## src/rtl/pulse_train_gen_if.sv

```systemverilog
// ============================================================================
// Module      : pulse_train_gen_if
// Description : Control/status bundle between a sequencer and pulse_train_gen.
// Revision    : 1.0 - initial release
// ============================================================================
`default_nettype none

interface pulse_train_gen_if #(
    parameter int PERIOD_WIDTH_P = 16,
    parameter int COUNT_WIDTH_P  = 8
) ();
    logic                      start;
    logic                      stop;
    logic [PERIOD_WIDTH_P-1:0] cr_period;
    logic [COUNT_WIDTH_P-1:0]  cr_count;
    logic                      pulse_out;
    logic [COUNT_WIDTH_P-1:0]  pulse_index;
    logic                      busy;
    logic                      done;
    logic                      start_err;

    modport master (
        output start, stop, cr_period, cr_count,
        input  pulse_out, pulse_index, busy, done, start_err
    );

    modport slave (
        input  start, stop, cr_period, cr_count,
        output pulse_out, pulse_index, busy, done, start_err
    );
endinterface

`default_nettype wire

```

## src/rtl/pulse_train_gen.sv

```systemverilog
// ============================================================================
// Module      : pulse_train_gen
// Description : Programmable train of one-cycle pulses (finite or continuous).
//               Optional macro PULSE_TRAIN_RETRIGGER_EN lets start restart a
//               running train.
// Revision    : 1.0 - initial release
// ============================================================================
`default_nettype none

module pulse_train_gen #(
    parameter int PERIOD_WIDTH_P = 16,
    parameter int COUNT_WIDTH_P  = 8
) (
    input wire               clk,
    input wire               rst,
    pulse_train_gen_if.slave ctrl
);

    typedef enum logic [0:0] {
        ST_IDLE = 1'b0,
        ST_RUN  = 1'b1
    } state_t;

    state_t                    r_state;
    logic [PERIOD_WIDTH_P-1:0] r_period;
    logic [COUNT_WIDTH_P-1:0]  r_count;
    logic [PERIOD_WIDTH_P-1:0] r_cnt;
    logic [COUNT_WIDTH_P-1:0]  r_index;
    logic                      r_pulse;
    logic                      r_busy;
    logic                      r_done;
    logic                      r_err;

    logic [PERIOD_WIDTH_P-1:0] w_cnt_nxt;
    logic                      w_last;
    logic                      w_cfg_ok;
    logic                      w_retrig;
    logic                      w_retrig_err;

    assign w_cfg_ok  = (ctrl.cr_period != '0);
    assign w_cnt_nxt = (r_cnt == r_period - PERIOD_WIDTH_P'(1)) ? '0
                                                                : r_cnt + PERIOD_WIDTH_P'(1);
    assign w_last    = (r_count != '0) && (r_index == r_count - COUNT_WIDTH_P'(1));

`ifdef PULSE_TRAIN_RETRIGGER_EN
    assign w_retrig     = ctrl.start &&  w_cfg_ok;
    assign w_retrig_err = ctrl.start && !w_cfg_ok;
`else
    assign w_retrig     = 1'b0;
    assign w_retrig_err = 1'b0;
`endif

    always_ff @(posedge clk) begin
        if (rst) begin
            r_state  <= ST_IDLE;
            r_period <= '0;
            r_count  <= '0;
            r_cnt    <= '0;
            r_index  <= '0;
            r_pulse  <= 1'b0;
            r_busy   <= 1'b0;
            r_done   <= 1'b0;
            r_err    <= 1'b0;
        end else begin
            r_done <= 1'b0;
            r_err  <= 1'b0;
            case (r_state)
                ST_IDLE: begin
                    // stop has priority over start, and start_err too
                    if (ctrl.start && !ctrl.stop) begin
                        if (w_cfg_ok) begin
                            r_state  <= ST_RUN;
                            r_period <= ctrl.cr_period;
                            r_count  <= ctrl.cr_count;
                            r_cnt    <= '0;
                            r_index  <= '0;
                            r_pulse  <= 1'b1;
                            r_busy   <= 1'b1;
                        end else begin
                            r_err <= 1'b1;
                        end
                    end
                end
                ST_RUN: begin
                    if (ctrl.stop) begin
                        r_state <= ST_IDLE;
                        r_pulse <= 1'b0;
                        r_busy  <= 1'b0;
                        r_done  <= 1'b1;
                    end else if (w_retrig) begin
                        r_period <= ctrl.cr_period;
                        r_count  <= ctrl.cr_count;
                        r_cnt    <= '0;
                        r_index  <= '0;
                        r_pulse  <= 1'b1;
                    end else begin
                        if (w_retrig_err) begin
                            r_err <= 1'b1;
                        end
                        if (r_pulse && w_last) begin
                            r_state <= ST_IDLE;
                            r_pulse <= 1'b0;
                            r_busy  <= 1'b0;
                            r_done  <= 1'b1;
                        end else begin
                            r_cnt   <= w_cnt_nxt;
                            r_pulse <= (w_cnt_nxt == '0);
                            if (r_pulse) begin
                                r_index <= r_index + COUNT_WIDTH_P'(1);
                            end
                        end
                    end
                end
                default: r_state <= ST_IDLE;
            endcase
        end
    end

    // A stop arriving in a pulse cycle must kill that pulse, so gate it here.
    assign ctrl.pulse_out   = r_pulse && !ctrl.stop;
    assign ctrl.pulse_index = r_index;
    assign ctrl.busy        = r_busy;
    assign ctrl.done        = r_done;
    assign ctrl.start_err   = r_err;

endmodule

`default_nettype wire
```

## src/flat_wrapper.sv

```systemverilog
// flat-port wrapper written by rule: the top's interface ports become plain ports
module pulse_train_gen_flat 
#(
    parameter int PERIOD_WIDTH_P = 16,
    parameter int COUNT_WIDTH_P  = 8
)
  (clk, rst, ctrl_start, ctrl_stop, ctrl_cr_period, ctrl_cr_count, ctrl_pulse_out, ctrl_pulse_index, ctrl_busy, ctrl_done, ctrl_start_err);
  pulse_train_gen_if #(.PERIOD_WIDTH_P(PERIOD_WIDTH_P), .COUNT_WIDTH_P(COUNT_WIDTH_P)) ctrl_i ();
  input wire clk;
  input wire rst;
  input wire logic [$bits(ctrl_i.start)-1:0] ctrl_start;
  input wire logic [$bits(ctrl_i.stop)-1:0] ctrl_stop;
  input wire logic [$bits(ctrl_i.cr_period)-1:0] ctrl_cr_period;
  input wire logic [$bits(ctrl_i.cr_count)-1:0] ctrl_cr_count;
  output wire logic [$bits(ctrl_i.pulse_out)-1:0] ctrl_pulse_out;
  output wire logic [$bits(ctrl_i.pulse_index)-1:0] ctrl_pulse_index;
  output wire logic [$bits(ctrl_i.busy)-1:0] ctrl_busy;
  output wire logic [$bits(ctrl_i.done)-1:0] ctrl_done;
  output wire logic [$bits(ctrl_i.start_err)-1:0] ctrl_start_err;
  assign ctrl_i.start = ctrl_start;
  assign ctrl_i.stop = ctrl_stop;
  assign ctrl_i.cr_period = ctrl_cr_period;
  assign ctrl_i.cr_count = ctrl_cr_count;
  assign ctrl_pulse_out = ctrl_i.pulse_out;
  assign ctrl_pulse_index = ctrl_i.pulse_index;
  assign ctrl_busy = ctrl_i.busy;
  assign ctrl_done = ctrl_i.done;
  assign ctrl_start_err = ctrl_i.start_err;
  pulse_train_gen #(.PERIOD_WIDTH_P(PERIOD_WIDTH_P), .COUNT_WIDTH_P(COUNT_WIDTH_P)) u_core (.clk(clk), .rst(rst), .ctrl(ctrl_i));
endmodule
```

## config.mk

```make
export PLATFORM = sky130hd
export DESIGN_NAME = pulse_train_gen_flat
export DESIGN_NICKNAME = d
export VERILOG_FILES = /design/src/rtl/pulse_train_gen_if.sv /design/src/rtl/pulse_train_gen.sv /design/src/flat_wrapper.sv
export SDC_FILE = /design/constraint.sdc
export NUM_CORES = 1
export LEC_CHECK = 0
export CORE_MARGIN = 3
export CORE_UTILIZATION = 55
export DETAILED_ROUTE_END_ITERATION = 6
export GPL_ROUTABILITY_DRIVEN = 0
export PLACE_DENSITY = 0.79
export SLEW_MARGIN = 0
export SYNTH_ARGS = -nofsm -noshare
export SYNTH_HDL_FRONTEND = slang
export SYNTH_SLANG_ARGS = --single-unit
export TNS_END_PERCENT = 5
```

## constraint.sdc

```tcl
create_clock -name clk -period 6.45 [get_ports clk]
set_input_delay 1.29 -clock clk [delete_from_list [all_inputs] [get_ports clk]]
set_output_delay 1.29 -clock clk [all_outputs]
set_load 0.02 [all_outputs]
```

==> results of run 1 <==
## registers in the layout (all words and copies together), names as in the netlist
| name | count |
|---|---|
| u_core.r_count | 8 |
| u_core.r_cnt | 16 |
| u_core.r_period | 16 |
| u_core.r_state | 1 |
| u_core.r_pulse | 1 |
| u_core.ctrl.busy | 1 |
| u_core.ctrl.pulse_index | 8 |
| u_core.ctrl.done | 1 |
| u_core.ctrl.start_err | 1 |
## cells by family after synthesis
| family | after synthesis |
|---|---|
| and+or+nand+nor | 210 |
| xor gates and xnor gates | 28 |
| adders and majority gates | 5 |
| AOI/OAI and AO/OA | 101 |
| muxes | 2 |
| DFF | 53 |
| buffers and inverters | 47 |
## synthesized netlist by cell type, types with 5 or more instances
cell type / count / area, sq um
o21ai_0: 14 / 70.1
buf_2: 5 / 25.0
nand2_1: 74 / 278
ha_1: 5 / 62.6
nor3_1: 20 / 100
nor4_1: 11 / 68.8
or4_1: 9 / 67.6
inv_1: 10 / 37.5
xnor2_1: 19 / 166
or3_1: 11 / 68.8
a21oi_1: 37 / 185
clkbuf_1: 28 / 105
xor2_1: 9 / 78.8
nand3_1: 12 / 60.1
nor2_1: 18 / 67.6
nor4b_1: 8 / 70.1
a221o_1: 12 / 120
nand4_1: 8 / 50.1
dfxtp_1: 53 / 1060
nor2b_1: 9 / 56.3
nand2b_1: 6 / 37.5
## stage by stage
stage	hold WS, ns	std cells
5_1_grt	0.526	530
2_1_floorplan	0.448	446
4_1_cts	0.481	530
3_3_place_gp	0.459	523
6_report	0.484	530
3_5_place_dp	0.469	523
## per-layer routing
layer | routed length, um | part of all wire (%)
met5 | 0 | 0
met4 | 80 | 1.0
met3 | 340 | 4.3
met2 | 3630 | 46
met1 | 3790 | 48
## critical path, cell delays in order
cell and delay, ns:
clkdlybuf4s50_1 0.45, nor2b_1 0.12, clkdlybuf4s50_1 0.61
## report_power, final
| group | leakage, nW | total (mW) | switching, mW | internal, mW |
|---|---|---|---|---|
| Clock | 0.0443 | 0.189 | 0.104 | 0.0854 |
| Sequential | 0.430 | 0.349 | 0.0134 | 0.336 |
| Combinational | 0.817 | 0.120 | 0.0629 | 0.0574 |
| Total | 1.29 | 0.659 | 0.180 | 0.478 |
## final cells by class
cell class	instances	area, sq um	area share [%]
Tap cell	72	90.1	2.35
Multi-Input combinational cell	346	2140	55.9
Timing Repair Buffer	42	413	10.8
Inverter	10	37.5	0.980
Clock buffer	7	86.3	2.25
Sequential cell	53	1060	27.7
## worst max-delay path by stage
stage	to	slack, ns	depth (start not counted)
4_1_cts	ctrl_pulse_out	2.70	3
5_1_grt	u_core.r_cnt[15]	2.60	9
3_5_place_dp	ctrl_pulse_out	2.69	3
3_3_place_gp	ctrl_pulse_out	2.69	3
2_1_floorplan	u_core.r_cnt[11]	3.46	11
6_report	ctrl_pulse_out	2.70	3
==> flow_summary.yaml, run 1 <==
status:
  status: "finished clean"
critical_path:
  path_class: "in2out"
  required_ns: 5.16
  r2r-end: "u_core.r_cnt[12]"
  cp_max_fo: 3
  worst_setup_path_start_kind: "input pin"
  crit_path_end_kind: "primary output"
  cp-startpoint: "ctrl_stop"
  regToRegSetupSlack_ns: 2.80
  rr_startpoint: "u_core.r_period[0]"
  ff2ff_path_depth: 9
  crit_arrival_ns: 2.46
synth:
  synth-warning-count: 0
  syn_inst: 446
  syn_area_sq_mm: 0.00340
  syn_nets: 479
  synth-compound-area-share_pct: 20.8
  synthMuxAreaShare_pct: 0.626
  synth_top_family_by_area: "simple AND/OR/NAND/NOR gates"
  synth_edf_count: 0
  synth-simple-area-share_pct: 32.6
  ys_seq_area_share_pct: 31.2
  ys_types: 58
  ys.flop_type: "dfxtp_1"
  synth_seq_cells: 53
  syn_area_per_cell_sq_um: 7.62
  synth_xor_area_share_pct: 7.22
  synthAdderAreaFrac_pct: 1.84
  synthArstFlopShare_pct: 0
sta:
  worst_slew_margin_rel_pct: 31.2
  timing.final.hold_violations: 0
  clock_skew_ns: 0.00807
  worst_pin_slew_ns: 1.03
  grt_setup_unrepaired: "false"
  fin_ws_ns: 2.70
  min_period_over_period_pct: 58.2
  period_needed_ns: 3.75
  final-setup-viol-count: 0
  fmax_mhz: 266
  slew_violations: 0
  totalNegativeSetupSlack_ns: 0
hold_path:
  worstHoldPathCells: 2
  whs_endpoint: "u_core.r_period[15]"
  holdCritStartpoint: "u_core.r_period[15]"
  hp-class: "reg2reg"
placement:
  io_buffers: 39
  place_ws_ns: 2.69
  dp_hpwl_um: 5800
  placed_cell_area_sq_mm: 0.00374
routing:
  ant_nets: 0
  dr.pass1.iters: 5
  wl_um: 7840
  vias_per_cell: 6.17
  post_drt_wl_per_cell_um: 14.8
  via_count: 3270
  drc_errors: 0
  drt_iter0_drc: 247
die:
  die_w_um: 84.6
  coreArea_sq_mm: 0.00574
  die_h_um: 84.6
  start_util_pct: 59.2
  num_rows: 27
  ios: 40
  die_area_sq_mm: 0.00716
clocking:
  clock_sinks: 53
  cts_buffers: 5
  postCtsSetupBuffers: 0
  clk_path_buf_depth: 2
  clkLatencyLatePin_ns: 0.31
  ctsHtreeMaxLevel: 2
  cts_tree: "built"
  postCtsResizedCells: 0
  cts_hold_buf: 0
  root_buffer: "clkbuf_8"
  clkSlewWorstSetupHoldPaths_ns: 0.08
global_routing:
  grt-ovfl-total: 0
  grt_util_met3_pct: 3.53
  grt_pass1_vias: 3031
  gr-usage-met1_pct: 30.8
  grt_max_degree: 38
  busiest_layer: "met2"
  track_usage_pct: 22.7
  antenna_found_initial: 0
  grt_pass1_wl_um: 13600
  grt_use_met2_pct: 37.4
flow_run:
  max_cap_violations: 0
pwr:
  peakVddDrop_mv: 0.143
  p_total_mw: 0.659
  leakagePower_nw: 1.29
  power.density_mw_per_mm2: 172
cells_and_area:
  final_area_sq_mm: 0.00383
  fin_nets: 491
  drive_gt1_share_pct: 4.37
  final_common_cell: "nand2_1"
  synthToLayoutAreaGrowth_pct: 12.8
  diodes: 0
  n_fill_cell: 558
  final_cell_mix: "nand2_1 (74), dfxtp_1 (53), clkdlybuf4s50_1 (39)"
  fin_util_pct: 66.7
(Power assumes the default switching activity.)
==> inputs of run 2 (changes only) <==
Settings changed: CORE_UTILIZATION 55 to 51, PLACE_DENSITY 0.79 to 0.77.
Clock period 6.45 ns to 3.4 ns, I/O delays scaled along.
==> run 2 against run 1 <==
Non-clock buffer count up 5. Combinational power up 97%. Clock skew up 0.0033 ns. Utilization down 5.5 points. Critical path type is now reg2reg. Largest cell class unchanged. Largest power group unchanged.
==> flow_summary.yaml, run 2 (synthesized netlist as in run 1, its figures left out) <==
sta:
  totalNegativeSetupSlack_ns: 0
  period_needed_ns: 3.24
  fmax_mhz: 309
  timing.final.hold_violations: 0
  final-setup-viol-count: 0
  grt_setup_unrepaired: "false"
  worst_slew_margin_rel_pct: 58.3
  worst_pin_slew_ns: 0.618
  clock_skew_ns: 0.0113
  slew_violations: 0
  min_period_over_period_pct: 95.3
routing:
  dr.pass1.iters: 5
  drt_iter0_drc: 193
  drc_errors: 0
  via_count: 3339
  post_drt_wl_per_cell_um: 15.8
  ant_nets: 0
  wl_um: 8560
  vias_per_cell: 6.17
status:
  status: "finished clean"
die:
  die_area_sq_mm: 0.00768
  die_w_um: 87.6
  start_util_pct: 53.2
  num_rows: 29
  ios: 40
  die_h_um: 87.6
  coreArea_sq_mm: 0.00639
cells_and_area:
  diodes: 0
  final_cell_mix: "nand2_1 (74), dfxtp_1 (53), clkdlybuf4s50_1 (39)"
  fin_nets: 496
  drive_gt1_share_pct: 5.82
  final_area_sq_mm: 0.00391
  synthToLayoutAreaGrowth_pct: 15.1
  fin_util_pct: 61.2
  final_common_cell: "nand2_1"
  top_regs: "u_core.r_cnt x16, u_core.r_period x16"
clocking:
  postCtsResizedCells: 0
  clkLatencyLatePin_ns: 0.31
  clkSlewWorstSetupHoldPaths_ns: 0.10
  ctsHtreeMaxLevel: 2
  clk_path_buf_depth: 2
  cts_hold_buf: 0
  root_buffer: "clkbuf_8"
  postCtsSetupBuffers: 0
  cts_tree: "built"
  clock_sinks: 53
  cts_buffers: 5
hold_path:
  hp-class: "reg2reg"
  worstHoldPathCells: 2
  whs_endpoint: "u_core.r_count[1]"
  holdCritStartpoint: "u_core.r_count[1]"
placement:
  io_buffers: 39
  placed_cell_area_sq_mm: 0.00379
  dp_hpwl_um: 6240
global_routing:
  antenna_found_initial: 0
  grt-ovfl-total: 0
  grt_pass1_vias: 3076
  track_usage_pct: 23.0
  grt_pass1_wl_um: 14400
  grt_max_degree: 37
pwr:
  power.density_mw_per_mm2: 344
  p_total_mw: 1.34
  leakagePower_nw: 1.33
  peakVddDrop_mv: 0.254
critical_path:
  cp_max_fo: 11
  required_ns: 3.59
  path_class: "reg2reg"
  regToRegSetupSlack_ns: 0.16
  crit_path_end_kind: "register"
  crit_arrival_ns: 3.43
  worst_setup_path_start_kind: "register"
  r2r-end: "u_core.r_cnt[7]"
  rr_startpoint: "u_core.r_period[0]"
  ff2ff_path_depth: 10
flow_run:
  max_cap_violations: 0
-- run 2: how the worst max path moves through the flow --
stage | start | endpoint | slack (ns) | cells after the start
final | u_core.r_period[0] | u_core.r_cnt[7] | 0.16 | 10
after global routing | u_core.r_period[0] | u_core.r_cnt[7] | 0.05 | 10
after CTS | u_core.r_period[0] | u_core.r_cnt[7] | 0.15 | 10
after detailed placement | u_core.r_period[0] | u_core.r_cnt[15] | 0.20 | 10
after global placement | u_core.r_period[0] | u_core.r_cnt[6] | 0.34 | 10
after floorplan | u_core.r_period[0] | u_core.r_cnt[11] | 0.41 | 11
-- run 2: power breakdown --
group	internal (mW)	switching [mW]
Clock	0.240	0.202
Combinational	0.113	0.124
Sequential	0.637	0.0269
-- run 2: worst max-delay path, cell delays in order (launching register included) --
cell and delay, ns:
dfxtp_1 0.38, inv_1 0.08, ha_1 0.24, or4b_4 0.52, or4_1 0.50, a21oi_1 0.26
o2111ai_1 0.19, a2111oi_4 0.36, buf_4 0.25, nor4b_1 0.07, a221o_1 0.27
-- run 2: area by class of cell --
cell class	count	area [sq um]
Inverter	10	37.5
Clock inverter	1	30.0
Fill cell	558	2480
Multi-Input combinational cell	346	2150
Clock buffer	7	86.3
Timing Repair Buffer	47	450
Sequential cell	53	1060
Tap cell	77	96.3
-- run 2: routing by layer --
| metal | routed length (um) | GRT usage [%] | part of all wire [%] |
|---|---|---|---|
| met5 | 0 | 0 | 0 |
| met2 | 3980 | 36.1 | 47 |
| met4 | 161 | 8.37 | 1.9 |
| met3 | 478 | 3.86 | 5.6 |
| met1 | 3930 | 31.8 | 46 |
-- run 2: metrics by stage --
stage | setup slack, ns | instances | hold WS, ns
detailed placement | 0.200 | 533 | 0.480
global route | 0.0475 | 541 | 0.515
global placement | 0.337 | 533 | 0.476
floorplan | 0.413 | 446 | 0.448
finish | 0.160 | 541 | 0.496
CTS | 0.152 | 541 | 0.494
